[config.mk]
export PLATFORM = sky130hd
export DESIGN_NAME = serial_frame_tx
export DESIGN_NICKNAME = d
export VERILOG_FILES = /design/src/rtl/serial_frame_pkg.sv /design/src/rtl/serial_bit_timer.sv /design/src/rtl/serial_frame_tx.sv
export SDC_FILE = /design/constraint.sdc
export NUM_CORES = 1
export LEC_CHECK = 0
export ABC_AREA = 1
export CORE_ASPECT_RATIO = 1.5
export CORE_UTILIZATION = 57
export CTS_CLUSTER_DIAMETER = 50
export CTS_CLUSTER_SIZE = 24
export DETAILED_ROUTE_END_ITERATION = 7
export PLACE_DENSITY = 0.82
export SETUP_SLACK_MARGIN = 0.4
export SLEW_MARGIN = 20
export SYNTH_ARGS = -nofsm -noshare
export SYNTH_HDL_FRONTEND = slang
export SYNTH_HIERARCHICAL = 1
export SYNTH_SLANG_ARGS = --single-unit
export TNS_END_PERCENT = 30
[constraint.sdc]
create_clock -name clk -period 2.2 [get_ports clk]
set_clock_uncertainty 0.2 [all_clocks]
set_input_delay 0.44 -clock clk [delete_from_list [all_inputs] [get_ports clk]]
set_output_delay 0.44 -clock clk [all_outputs]
set_load 0.03 [all_outputs]
[src/rtl/serial_frame_pkg.sv]
// Shared types and helpers for the serial frame link (transmit and receive sides).
package serial_frame_pkg;

  typedef enum logic [1:0] {
    IDLE   = 2'd0,
    DATA   = 2'd1,
    PARITY = 2'd2,
    GAP    = 2'd3
  } state_t;

  // One counter covers both the data bits and the guard bits, so size it for the larger.
  function automatic int bit_cnt_w(input int data_w, input int gap_bits);
    int n;
    n = (data_w > gap_bits) ? data_w : gap_bits;
    return (n > 1) ? $clog2(n) : 1;
  endfunction

  function automatic int div_cnt_w(input int clk_div);
    return (clk_div > 1) ? $clog2(clk_div) : 1;
  endfunction

  function automatic logic even_parity(input logic [63:0] bits);
    return ^bits;
  endfunction

endpackage

[src/rtl/serial_bit_timer.sv]
// Bit-period divider: emits a one-cycle bit_end tick every CLK_DIV cycles, restartable.
module serial_bit_timer
  import serial_frame_pkg::*;
#(
  parameter int CLK_DIV = 4
) (
  input  logic clk,
  input  logic rst,
  input  logic restart,
  output logic bit_end
);

  localparam int W = div_cnt_w(CLK_DIV);
  localparam logic [W-1:0] LAST = W'(CLK_DIV - 1);

  logic [W-1:0] cnt;

  // With CLK_DIV=1 the counter never leaves zero and bit_end is permanently high.
  always_ff @(posedge clk or posedge rst) begin
    if (rst)
      cnt <= '0;
    else if (restart || bit_end)
      cnt <= '0;
    else
      cnt <= cnt + 1'b1;
  end

  assign bit_end = (cnt == LAST);

endmodule

[src/rtl/serial_frame_tx.sv]
// Parallel-to-serial frame transmitter with a one-word holding register for gapless frames.
module serial_frame_tx
  import serial_frame_pkg::*;
#(
  parameter int DATA_W    = 8,
  parameter int CLK_DIV   = 4,
  parameter bit MSB_FIRST = 1'b1,
  parameter bit PARITY_EN = 1'b1,
  parameter int GAP_BITS  = 1
) (
  input  logic              clk,
  input  logic              rst,
  input  logic [DATA_W-1:0] tx_data,
  input  logic              tx_valid,
  output logic              tx_ready,
  output logic              start,
  output logic              dout,
  output logic              busy
);

  localparam int BW = bit_cnt_w(DATA_W, GAP_BITS);
  localparam logic [BW-1:0] LAST_DATA = BW'(DATA_W - 1);
  localparam logic [BW-1:0] LAST_GAP  = BW'((GAP_BITS > 0) ? GAP_BITS - 1 : 0);

  state_t            state, state_next;
  logic [DATA_W-1:0] shift_reg, shift_next;
  logic [DATA_W-1:0] hold_reg, hold_next;
  logic [DATA_W-1:0] load_word;
  logic              hold_full, hold_full_next;
  logic              par_bit, par_next;
  logic              ready_reg;
  logic [BW-1:0]     bit_idx, bit_idx_next;
  logic              hs, bit_end, load, frame_end;

  assign hs       = tx_valid && ready_reg;
  assign tx_ready = ready_reg;

  serial_bit_timer #(.CLK_DIV(CLK_DIV)) u_timer (
    .clk    (clk),
    .rst    (rst),
    .restart(load),
    .bit_end(bit_end)
  );

  always_ff @(posedge clk or posedge rst) begin
    if (rst) begin
      state     <= IDLE;
      shift_reg <= '0;
      hold_reg  <= '0;
      hold_full <= 1'b0;
      par_bit   <= 1'b0;
      bit_idx   <= '0;
      ready_reg <= 1'b0;
    end else begin
      state     <= state_next;
      shift_reg <= shift_next;
      hold_reg  <= hold_next;
      hold_full <= hold_full_next;
      par_bit   <= par_next;
      bit_idx   <= bit_idx_next;
      ready_reg <= !hold_full_next;
    end
  end

  always_comb begin
    state_next     = state;
    shift_next     = shift_reg;
    hold_next      = hold_reg;
    hold_full_next = hold_full;
    par_next       = par_bit;
    bit_idx_next   = bit_idx;
    load_word      = tx_data;
    load           = 1'b0;
    frame_end      = 1'b0;

    case (state)
      IDLE: if (hs) load = 1'b1;
      DATA: if (bit_end) begin
        if (bit_idx == LAST_DATA) begin
          bit_idx_next = '0;
          if (PARITY_EN)         state_next = PARITY;
          else if (GAP_BITS > 0) state_next = GAP;
          else                   frame_end  = 1'b1;
        end else begin
          bit_idx_next = bit_idx + 1'b1;
          shift_next   = MSB_FIRST ? (shift_reg << 1) : (shift_reg >> 1);
        end
      end
      PARITY: if (bit_end) begin
        if (GAP_BITS > 0) state_next = GAP;
        else              frame_end  = 1'b1;
      end
      GAP: if (bit_end) begin
        if (bit_idx == LAST_GAP) frame_end    = 1'b1;
        else                     bit_idx_next = bit_idx + 1'b1;
      end
      default: state_next = IDLE;
    endcase

    // A word arriving exactly at end-of-frame with nothing held bypasses the holding register.
    if (frame_end) begin
      if (hold_full) begin
        load           = 1'b1;
        load_word      = hold_reg;
        hold_full_next = 1'b0;
      end else if (hs) begin
        load = 1'b1;
      end else begin
        state_next = IDLE;
      end
    end else if (hs && state != IDLE) begin
      hold_next      = tx_data;
      hold_full_next = 1'b1;
    end

    if (load) begin
      state_next   = DATA;
      shift_next   = load_word;
      bit_idx_next = '0;
      par_next     = even_parity(64'(load_word));
    end
  end

  always_comb begin
    start = 1'b0;
    dout  = 1'b0;
    busy  = (state != IDLE);
    case (state)
      DATA: begin
        start = (bit_idx == '0);
        dout  = MSB_FIRST ? shift_reg[DATA_W-1] : shift_reg[0];
      end
      PARITY:  dout = par_bit;
      default: dout = 1'b0;
    endcase
  end

endmodule

=== After elaboration in Yosys (flattened, before gate mapping) ===
Cells that the tools add are included.

* ROM bits: 0
* Flip-flop bits (word level): 26
* Output and inout bits: 4
* Word-level logic and storage cells: 67
* Bits in latches: 0
* Memories: 0
* Memory bits (writable): 0
* Input port bits: 11

* Divide/modulo/power cells: 0
* $add $sub $neg: 2
* Reduce and logical (&&, ||, !) cells: 14
* Mux-type cells: 33
* Equality and inequality tests: 9
* Bitwise gates (word level): 1
* Shifts and indexed selects: 0
* Order comparisons: 0
* Multipliers: 0

{| class="wikitable"
|+ Operators by type and width
! operator !! number
|-
| $reduce_xor 64->1 || 1
|-
| $mux 8 || 6
|-
| $mux 2 || 8
|-
| $mux 3 || 5
|-
| $mux 1 || 11
|-
| $eq 2x2->1 const B || 3
|-
| $ne 3x1->1 const B || 2
|-
| $pmux 3 s2 || 1
|-
| $reduce_bool 2->1 || 3
|-
| $pmux 2 s2 || 1
|-
| $reduce_and 4->1 || 1
|-
| $add 3x1->3 const B || 1
|-
| $eq 3x3->1 const B || 1
|-
| $logic_not 3->1 || 1
|-
| $ne 3x2->1 const B || 1
|-
| $reduce_and 3->1 || 1
|-
| $reduce_bool 3->1 || 1
|-
| $add 2x1->2 const B || 1
|-
| $eq 2x1->1 const B || 1
|-
| $logic_and 1x1->1 || 2
|-
| $logic_not 2->1 || 1
|-
| $ne 2x1->1 const B || 1
|-
| $pmux 1 s2 || 1
|-
| $reduce_and 2->1 || 1
|-
| other kinds (3) || 3
|}

=== Longest topological paths before layout ===
* Word-level depth: 8
* Mapped depth: 17
* Mapped depth without buffers: 16

=== Hierarchy ===
Netlist, hierarchy kept.

{| class="wikitable"
|+ Modules (own cells, without submodules)
! module !! area an instance (sq um) !! seq. area each (sq um) !! instances !! cells each
|-
| serial_frame_tx || 1705.4 || 600.6 || 1 || 258
|-
| serial_bit_timer || 88.8 || 50.0 || 1 || 10
|}

=== Least setup slack after synthesis ===
No wires, ideal clock.

* Kind: register to output
* Start: register state[1]
* End: output dout
* Required time: 1.560 ns
* Stages on the path, launching flop included: 5
* Setup slack: 0.273 ns
* Data arrival time: 1.287 ns
* Path buffers: 0
* Cell sequence: dfrtp_1 -> inv_1 -> ha_1 -> inv_1 -> a21oi_1

* Cells in the longest elaborated chain, start to end: 2
* Elaborated cells between the ends (all ways): 3
* Classes of those cells: 2 x eq/ne; 1 x mux

{| class="wikitable"
|+ RTL lines
! item !! RTL line !! RTL
|-
| start: declaration || serial_frame_tx.sv:25 || <nowiki>state_t state, state_next;</nowiki>
|-
| start signal: assignment || serial_frame_tx.sv:55 || <nowiki>state <= state_next;</nowiki>
|-
| $eq 2x2->1 or $eq 2x1->1 (tied branches) || serial_frame_tx.sv:128 || <nowiki>case (state)</nowiki>
|-
| $pmux 1 s2 (*) || serial_frame_tx.sv:128 ||
|-
| end: declaration || serial_frame_tx.sv:17 || <nowiki>output logic dout,</nowiki>
|}

Mark *: on every way between the ends. The rest lies on a longest branch, timed or not.

=== Final worst setup path ===
* Start: register state[1]
* End: register par_bit

* Cells in the longest elaborated chain, start to end: 5
* Elaborated cells between the ends (all ways): 9
* Classes of those cells: 1 x eq/ne; 6 x mux; 2 x reduce/logical

{| class="wikitable"
|+ RTL lines
! item !! RTL line !! RTL
|-
| branches (longest 5 deep; another with $reduce_xor 64->1) || -- ||
|-
| end signal: assignment || serial_frame_tx.sv:59 || <nowiki>par_bit <= par_next;</nowiki>
|-
| end: declaration || serial_frame_tx.sv:30 || <nowiki>logic par_bit, par_next;</nowiki>
|}

Several ways; the timed one is not identified.
A chain may end at the register's enable or synchronous reset.

==> impl_summary.log <==
INFO  metric fp.dieH = between 70 and 80 um
INFO  metric core.rowCount = 24
INFO  metric timing_hold_violations_final = 0
INFO  metric violated_checks = negative setup slack
INFO  metric gp_congestion = between 0.8 and 0.9
INFO  metric wire_per_inst = 19.2 um
INFO  metric number_of_buffers_inserted_during_clock_tree_synthesis = 3
INFO  metric placed_cells_incl_taps = between 300 and 400
INFO  metric fillerInstances = roughly 150
INFO  metric ctsLongestPathBuffers = 2
INFO  metric aggregate_routed_wire_length = a little under 7 mm
INFO  metric clkSlewWorstSetupHoldPaths = around 0.1 ns
INFO  metric fin_tns_setup = -0.120 ns
INFO  metric fraction_of_layout_cells_with_a_size_suffix_above_1 = 0.289
INFO  metric via_count_normalized_by_instance_count = between 6 and 7
INFO  metric ys.warnings.count = 6
INFO  metric yosys_register_bits = 26
INFO  metric postCtsHoldBufs = 0
INFO  metric worst-setup-path-type = flip-flop to flip-flop
INFO  metric synth_area_leader_cell = sky130_fd_sc_hd__dfrtp_1
INFO  metric worst_tran_pin_value = 0.427 ns
INFO  metric globalRoute.totalOverflow = 0
INFO  metric initial_core_util = 0.610
INFO  metric syn2layout_area_growth = 41.8%
INFO  metric final_cells = 350
INFO  metric cts.htree.levels = 1
INFO  metric first_drt_iteration_drcs = around 210
INFO  metric pin_count_of_the_biggest_net_entering_global_routing = 25
INFO  metric layout_common_cells = sky130_fd_sc_hd__nand2_1, sky130_fd_sc_hd__inv_1, sky130_fd_sc_hd__dfrtp_1
INFO  metric via_count = 2118
INFO  metric synth_largest_type_area_fraction = 0.363
INFO  metric design.core.area = 0.00294 mm2
INFO  metric antenna-diode-count = 0
INFO  metric drcViolationCount = 0
INFO  metric finalNetCount = 331
INFO  metric clockRootBuffer = sky130_fd_sc_hd__clkbuf_8
INFO  metric clk_latency = 0.29 ns
INFO  metric drt_pre_antenna_iters = 6
INFO  metric cts_tree = yes
INFO  metric required = 2.19 ns
INFO  metric cts_sinks = 26
INFO  metric critPathLaunchType = flip-flop
INFO  metric part_of_the_cycle_the_worst_path_needs = 1.05
INFO  metric final_antenna_net_count = 0
INFO  metric io_buffers = 14
INFO  metric period_minus_slack = between 2 and 2.5 ns
INFO  metric synth_fp_nets = 287
INFO  metric first_pass_grt_wire_length = 8.79 mm
INFO  metric hold_path_class = input pin to asynchronous set/reset pin
INFO  metric syn_inst = 268
INFO  metric grt_setup_unrepaired = true
INFO  metric max_freq = roughly 430 MHz
INFO  metric fp.dieW = between 40 and 50 um
INFO  metric grt_pass1_vias = 1995
INFO  metric ys_types = 23
INFO  metric cp.arrival = 2.31 ns
INFO  metric grt_antenna_before_repair = 0
INFO  metric max_cap_viol_count = 0
INFO  metric slew_headroom = 0.714
INFO  metric layout_commonest_cell = sky130_fd_sc_hd__nand2_1
INFO  metric worstPathMaxFanout = 7
INFO  metric power_density = 1280 mW/mm2
INFO  metric grt_usage = 0.366
INFO  metric report.final.slew_viol_count = 0
INFO  metric outcome = finished, violations left
INFO  metric finalSetupViolCount = 1
INFO  metric postSynthAreaPerCell = 6.69 um2
INFO  metric vdd_ir_drop_max = 1210 uV
INFO  metric synth.yosys.seq_area_share = 0.363
INFO  metric p_leak = approximately 1.3 nW
INFO  metric pin_count = 15
INFO  metric die-area = 0.00338 mm2
INFO  metric dp_hpwl = between 2 and 3 mm
INFO  metric worst_setup_path_end_kind = flip-flop
INFO  metric synth.area.top_cells = sky130_fd_sc_hd__dfrtp_1, sky130_fd_sc_hd__nand2_1, sky130_fd_sc_hd__o21ai_0
INFO  metric final.setup.worst_slack = -0.120 ns
INFO  metric synth_area = 0.00179 mm2
-- what timing repair did --
action | in CTS | in global routing
setup endpoints to repair | 19 | 21
setup buffers | 9 | 7
pin swaps | 11 | 23
endpoints found under the hold margin | 0 | 0
gates cloned | 3 | 1
gates resized for setup | 51 | 28
-- where the power goes --
part	internal, mW	switching, mW	leakage [nW]
Clock	0.244	0.172	0.0357
Combinational	0.791	1.18	0.934
Sequential	0.707	0.172	0.320
-- final cells by class --
cell class              instances  area [um2]  share of cell area
well taps                      39        48.8              0.0192
inverters                      37         149              0.0585
multi-input cells             202        1210               0.477
clock buffers                   3        41.3              0.0162
repair buffers                 42         410               0.161
clock inverters                 1        30.0              0.0118
flip-flops and latches         26         651               0.256
-- cell families after synthesis --
group / after synthesis / synth area share
fa+ha+maj: 8 / 0.0558
compound gates: 47 / 0.139
buf+inv: 43 / 0.108
simple gates: 144 / 0.334
flops: 26 / 0.363
-- routing by layer --
metal  up-vias  track usage  wire length (um)
met3        67        0.128               627
li1        919            -                 -
met5         -            0                 0
met4         0        0.235               553
met1       962        0.388              2240
met2       170        0.580              3310
-- worst max-delay path: stages, from the launching register on --
cell and delay (ns):
sky130_fd_sc_hd__dfrtp_1 0.40, sky130_fd_sc_hd__buf_6 0.14, sky130_fd_sc_hd__ha_4 0.17, sky130_fd_sc_hd__nand2_8 0.09
sky130_fd_sc_hd__nor2_8 0.20, sky130_fd_sc_hd__nand2_1 0.10, sky130_fd_sc_hd__nand2_2 0.12, sky130_fd_sc_hd__nand2_1 0.11
sky130_fd_sc_hd__nand2_2 0.16, sky130_fd_sc_hd__inv_2 0.06, sky130_fd_sc_hd__nand2_1 0.09, sky130_fd_sc_hd__nand2_1 0.09
sky130_fd_sc_hd__nand2_1 0.06, sky130_fd_sc_hd__nand2_1 0.06, sky130_fd_sc_hd__nand2_1 0.09, sky130_fd_sc_hd__nand2_1 0.07
-- Yosys cell counts (all sizes together) --
cell type    n
nand2      133
inv         37
o21ai       37
dfrtp       26
a21oi        8
ha           8
buf          6
nor2         6
nand3        3
nor3         2
o211ai       1
o311a        1
-- worst paths after layout --
check | from | end | slack [ns] | cells past startpoint
max | state[1] | par_bit | -0.12 | 15
min | rst | u_timer/cnt[1] | 0.17 | 2
max reg2reg | state[1] | par_bit | -0.12 | 15
min reg2reg | u_timer/cnt[0] | u_timer/cnt[0] | 0.26 | 1
min in group clk | u_timer/cnt[0] | u_timer/cnt[0] | 0.26 | 1
max in group asynchronous | rst | hold_full | 1.17 | 3
-- stage by stage --
| step | hold WS [ns] | area [um2] | worst slack (ns) | power (mW) | utilization |
|---|---|---|---|---|---|
| 2_1_floorplan | -0.0188 | 1800 | 0.347 | 1.74 | - |
| 3_3_place_gp | 0.219 | 2040 | 0.0681 | 2.06 | 0.692 |
| 3_5_place_dp | 0.226 | 2040 | 0.0327 | 2.11 | 0.692 |
| 4_1_cts | 0.171 | 2390 | 0.207 | 2.86 | 0.812 |
| 5_1_grt | 0.175 | 2540 | -0.358 | 3.48 | 0.865 |
| 6_report | 0.167 | 2540 | -0.120 | 3.27 | 0.865 |
No activity file was read; power rests on OpenSTA's default activity.
